[src/rtl/conv_layer_output_cache_pkg.sv]
// Shared constants and read-FSM encoding for the conv layer output row cache.
`ifndef DATA_WIDTH
`define DATA_WIDTH 32
`endif
package conv_layer_output_cache_pkg;
  localparam int OUT_SIZE = 6;
  localparam int OUT_ROWS = 6;
  localparam int DW = `DATA_WIDTH;
  localparam int IDX_W = 5;
  localparam logic [IDX_W-1:0] LAST_COL = IDX_W'(OUT_SIZE - 1);
  localparam logic [IDX_W-1:0] LAST_ROW = IDX_W'(OUT_ROWS - 1);

  typedef enum logic {
    S_IDLE  = 1'b0,
    S_DRAIN = 1'b1
  } rd_state_e;
endpackage

[src/rtl/conv_output_bank.sv]
// One row-wide storage bank: parallel write, full flag, word-select read (word 0 in the MSBs).
module conv_output_bank
  import conv_layer_output_cache_pkg::*;
(
  input  logic                   clk,
  input  logic                   rst,
  input  logic                   wr_en,
  input  logic                   clr,
  input  logic [OUT_SIZE*DW-1:0] data_in,
  input  logic [IDX_W-1:0]       sel,
  output logic                   full,
  output logic [DW-1:0]          word
);
  logic [OUT_SIZE*DW-1:0] mem;

  always_ff @(posedge clk) begin
    if (rst) begin
      mem  <= '0;
      full <= 1'b0;
    end else if (wr_en) begin
      mem  <= data_in;
      full <= 1'b1;
    end else if (clr) begin
      full <= 1'b0;
    end
  end

  always_comb begin
    word = '0;
    for (int i = 0; i < OUT_SIZE; i++) begin
      if (sel == IDX_W'(i)) word = mem[(OUT_SIZE-1-i)*DW +: DW];
    end
  end

`ifdef DEBUG
  logic [DW-1:0] dbg_word [OUT_SIZE];
  always_comb begin
    for (int i = 0; i < OUT_SIZE; i++) dbg_word[i] = mem[(OUT_SIZE-1-i)*DW +: DW];
  end
`endif
endmodule

[src/rtl/conv_layer_output_cache.sv]
// Double-banked output row cache: captures a parallel row, streams it word by word.
//   state   | meaning
//   S_IDLE  | no row to drain, data_out_valid=0
//   S_DRAIN | presenting bank[rd_ptr] word col_index with data_out_valid=1
module conv_layer_output_cache
  import conv_layer_output_cache_pkg::*;
(
  input  logic                   clk,
  input  logic                   rst,
  input  logic                   row_valid,
  input  logic [OUT_SIZE*DW-1:0] data_in_bus,
  output logic                   row_ready,
  output logic [DW-1:0]          data_out,
  output logic                   data_out_valid,
  input  logic                   data_out_ready,
  output logic [IDX_W-1:0]       col_index,
  output logic [IDX_W-1:0]       row_index,
  output logic                   frame_done,
  output logic                   overflow
);
  rd_state_e     state, state_nxt;
  logic          wr_ptr, rd_ptr;
  logic [1:0]    full, wr_en, clr;
  logic [DW-1:0] bank_word [2];
  logic          wr_fire, accept, last_accept;

  for (genvar b = 0; b < 2; b++) begin : g_bank
    conv_output_bank u_bank (
      .clk     (clk),
      .rst     (rst),
      .wr_en   (wr_en[b]),
      .clr     (clr[b]),
      .data_in (data_in_bus),
      .sel     (col_index),
      .full    (full[b]),
      .word    (bank_word[b])
    );
  end

  assign row_ready      = !(full[0] && full[1]);
  assign wr_fire        = row_valid && row_ready;
  assign data_out_valid = (state == S_DRAIN);
  assign accept         = data_out_valid && data_out_ready;
  assign last_accept    = accept && (col_index == LAST_COL);
  assign data_out       = data_out_valid ? bank_word[rd_ptr] : '0;
  assign frame_done     = last_accept && (row_index == LAST_ROW) && !rst;

  always_comb begin
    wr_en = '0;
    clr   = '0;
    wr_en[wr_ptr] = wr_fire;
    clr[rd_ptr]   = last_accept;
  end

  // Look at a same-cycle capture too, so a fresh row shows up one cycle after its strobe
  // and a row landing in the other bank during the last accept follows with no bubble.
  always_comb begin
    state_nxt = state;
    case (state)
      S_IDLE:
        if (full[rd_ptr] || (wr_fire && (wr_ptr == rd_ptr))) state_nxt = S_DRAIN;
      S_DRAIN:
        if (last_accept && !(full[~rd_ptr] || (wr_fire && (wr_ptr != rd_ptr))))
          state_nxt = S_IDLE;
      default: state_nxt = S_IDLE;
    endcase
  end

  always_ff @(posedge clk) begin
    if (rst) begin
      state     <= S_IDLE;
      wr_ptr    <= 1'b0;
      rd_ptr    <= 1'b0;
      col_index <= '0;
      row_index <= '0;
      overflow  <= 1'b0;
    end else begin
      state <= state_nxt;
      if (wr_fire) wr_ptr <= ~wr_ptr;
      if (row_valid && !row_ready) overflow <= 1'b1;
      if (accept) begin
        if (col_index == LAST_COL) begin
          col_index <= '0;
          rd_ptr    <= ~rd_ptr;
          row_index <= (row_index == LAST_ROW) ? '0 : row_index + IDX_W'(1);
        end else begin
          col_index <= col_index + IDX_W'(1);
        end
      end
    end
  end
endmodule
[config.mk]
export PLATFORM = sky130hd
export DESIGN_NAME = conv_layer_output_cache
export DESIGN_NICKNAME = d
export VERILOG_FILES = /design/src/rtl/conv_layer_output_cache_pkg.sv /design/src/rtl/conv_output_bank.sv /design/src/rtl/conv_layer_output_cache.sv
export SDC_FILE = /design/constraint.sdc
export NUM_CORES = 1
export LEC_CHECK = 0
export CORE_MARGIN = 2
export CORE_UTILIZATION = 55
export CTS_BUF_LIST = sky130_fd_sc_hd__clkbuf_4
export DETAILED_ROUTE_END_ITERATION = 16
export PLACE_DENSITY = 0.77
export SLEW_MARGIN = 15
export SYNTH_ARGS = -nofsm -noshare
export SYNTH_HDL_FRONTEND = slang
export SYNTH_HIERARCHICAL = 1
export SYNTH_SLANG_ARGS = --single-unit
export TNS_END_PERCENT = 50
[constraint.sdc]
create_clock -name clk -period 2.2 [get_ports clk]
set_input_delay 0.33 -clock clk [delete_from_list [all_inputs] [get_ports clk]]
set_output_delay 0.33 -clock clk [all_outputs]
set_load 0.02 [all_outputs]
==> metrics.md <==
| Metric | Value |
|---|---|
| Routed WL per cell | `roughly 21 um` |
| Root buffer cell | `clkbuf_4` |
| CTS tree | `yes` |
| Post-synth top area share | `0.441` |
| Drt initial violations | `1696` |
| # DRC | `0` |
| Register area share after synthesis | `0.441` |
| DR pass1 iterations | `5` |
| Largest net degree at the start of global routing | `210` |
| Setup Total Neg Slack | `-24.60 ns` |
| Yosys cell types | `46` |
| Worst clock skew | `around 0.055 ns` |
| Placed cell count | `2665` |
| Dominant cells by area after synthesis | `dfxtp_1 (44%), mux2i_1 (23%), nor2_1 (9.4%)` |
| Final Max Tran Viols | `0` |
| Post-synth top flop | `dfxtp_1` |
| Status | `complete, but fails checks` |
| Tcrit/Tclk final | `1.36` |
| Syn avg cell area | `9.04 sq um` |
| Hold Path Class | `input port to register` |
| Slew HR | `0.296` |
| Clock transition at path regs | `about 0.080 ns` |
| Final nets | `2561` |
| Final Hold Viols | `0` |
| Leakage power | `9.25 nW` |
| GRT Util Overall | `0.315` |
| Vias in the first global route | `15432` |
| RSZ-0062 raised after global routing | `yes` |
| Avg Vias per Cell | `5.81` |
| Drt total wl | `59.5 mm` |
| CTS Buf Count | `101` |
| R2R Path Start | `col_index[1]` |
| IO buf count | `241` |
| Cell Area, Placed | `21800 sq um` |
| Power Dens Cells | `747 nW/um^2` |
| Max_cap viols | `0` |
| Critical path type | `register to primary output` |
| Design Area, Final | `24200 sq um` |
| Worst setup SP type | `register` |
| Gpl congestion | `0.970` |
| Max FO, Critical Path | `7` |
| Failing checks | `negative setup slack` |
| Fin worst setup slack | `-0.793 ns` |
| Core footprint | `around 33000 sq um` |
| Syn_nets | `2209` |
| Slew @ Worst Pin | `around 1.1 ns` |
| Die width | `186 um` |
| Setup violations, final | `42` |
| Row count | `between 60 and 70` |
| Highest clock rate | `334 MHz` |
| Worst EP required | `1.87 ns` |
| Max IR drop VDD | `around 0.38 mV` |
| Worst Setup EP | `data_out[11]` |
| Reg2reg end | `col_index[1]` |
| Tmin final | `2.99 ns` |
| Total grt overflow | `0` |
| Total Power | `18.1 mW` |
| Vias | `16701` |
| Clock Latency Late Sink | `0.78 ns` |
| Cell Area, Synth | `between 15000 and 20000 sq um` |
| Fraction of layout instances using a drive strength above 1 | `0.191` |
| Cell taking the most area after synthesis | `dfxtp_1` |
| H-tree depth | `3` |
| Clock sinks | `400` |
| Yosys warns | `6` |
| Worst EP arrival | `2.66 ns` |
| Die ar. | `34500 sq um` |
| HPWL Detailed | `37.9 mm` |
| Async S/R FF share, synth | `0` |
| Crit path launch | `col_index[0]` |
| Post-synth EDFFs | `0` |
| Bufs on Longest Clock Path | `3` |
| Hold-fix buffers, CTS | `0` |
| Num ports | `242` |
| Initial antenna violation count | `9` |
| Area growth, synth to finish | `33.1%` |
| Starting Density | `0.558` |
| Post-synth top cells | `nor2_1 (455), mux2i_1 (416), dfxtp_1 (400)` |
| Count leader, synth | `nor2_1` |
| Core Util, Final | `0.743` |
| Routed Antenna Nets | `0` |
| Reg-to-reg setup timing slack | `-0.19 ns` |
| Non-Filler Instances | `2875` |
| First-pass GRT wire length | `84.7 mm` |
| Synth Register Bits | `400` |
| Reg2Reg Depth | `9` |
| Worst setup EP type | `primary output` |
| Gate Count Post-Synth | `around 2000` |
| Die Ht | `approximately 190 um` |
-- cell type report --
| cell class | instances | area (sq um) |
|---|---|---|
| diodes | 9 | 22.5 |
| clock buffers | 151 | 1130 |
| clock inverters | 15 | 110 |
| fillers | 2252 | 8350 |
| inverters | 73 | 274 |
| multi-input cells | 1366 | 9370 |
| flip-flops and latches | 400 | 8020 |
| well taps | 442 | 553 |
| repair buffers | 419 | 4700 |
-- worst min path at each step --
stage / end / slack [ns] / from / cells after the start
3_3_place_gp: overflow / 0.45 / overflow / 2
2_1_floorplan: g_bank[0].u_bank/mem[35] / 0.45 / g_bank[0].u_bank/mem[35] / 2
4_1_cts: g_bank[1].u_bank/mem[89] / 0.17 / data_in_bus[89] / 3
6_report: g_bank[0].u_bank/mem[188] / 0.12 / rst / 3
3_5_place_dp: overflow / 0.47 / overflow / 2
5_1_grt: g_bank[0].u_bank/mem[121] / 0.19 / data_in_bus[121] / 3
-- metrics by stage --
step	hold WS, ns	setup slack (ns)
after floorplan	0.455	0.0334
after global placement	0.448	-0.407
after detailed placement	0.467	-0.414
after CTS	0.174	-0.910
after global routing	0.188	-0.874
final	0.124	-0.793
-- layer usage --
metal / vias up / GRT usage / part of all wire
li1: 7654 / - / -
met1: 7966 / 0.460 / 0.44
met2: 942 / 0.462 / 0.44
met3: 137 / 0.0612 / 0.098
met4: 2 / 0.108 / 0.026
met5: - / 0 / 0.00018
-- kinds of logic after synthesis --
group                    share of synthesized area
AO/OA/AOI/OAI                                0.118
flip-flops                                   0.441
adder cells (fa/ha/maj)                    0.00275
XOR/XNOR                                   0.00193
multiplexers                                 0.230
AND/OR/NAND/NOR                              0.136
buffers and inverters                       0.0703
-- power breakdown --
| group | internal [mW] | switching [mW] | total (mW) |
|---|---|---|---|
| registers | 7.69 | 0.293 | 7.98 |
| logic | 1.84 | 1.93 | 3.77 |
| clock network | 3.32 | 3.00 | 6.32 |
-- registers in the layout (all words and copies together) (netlist names) --
signal / flops
col_index: 5
g_bank.u_bank/full: 2
wr_ptr: 1
row_index: 5
data_out_valid: 1
rd_ptr: 1
overflow: 1
g_bank.u_bank/mem: 384
-- what timing repair did --
item,CTS,global route
gates cloned,2,16
pin swaps,10,28
hold endpoints to repair,0,0
gates resized for setup,211,110
endpoints found under the setup margin,43,42
setup buffers,4,15
-- worst max-delay path, stage by stage, from the launching register on --
cell and delay (ns):
dfxtp_4 0.40, buf_6 0.15, and3b_2 0.27, buf_6 0.15, buf_16 0.14, a22oi_2 0.11, o21ai_1 0.10, mux2i_1 0.28
nor2b_1 0.09, buf_4 0.17
-- layout by cell type (no fill, tap or decap), drive strengths merged, types with 2 or more instances in the layout --
cell type        n
nand2           72
bufinv           2
buf            195
a32oi           62
nor2b           38
a21o             3
or2              2
nor2           458
o21ai          198
mux2i          416
a31oi            2
and2             2
nor3             5
and3             3
dfxtp          400
inv             76
nor3b            2
diode            9
clkdlybuf4s50  201
ha               4
nand3            6
dlygate4sd2      4
clkdlybuf4s15    2
clkbuf         168
a21oi            6
xor2             3
or4              2
mux2             2
and3b            2
or3              3
a22oi           64
clkinv          10
Power figures use the tool's default switching activity.
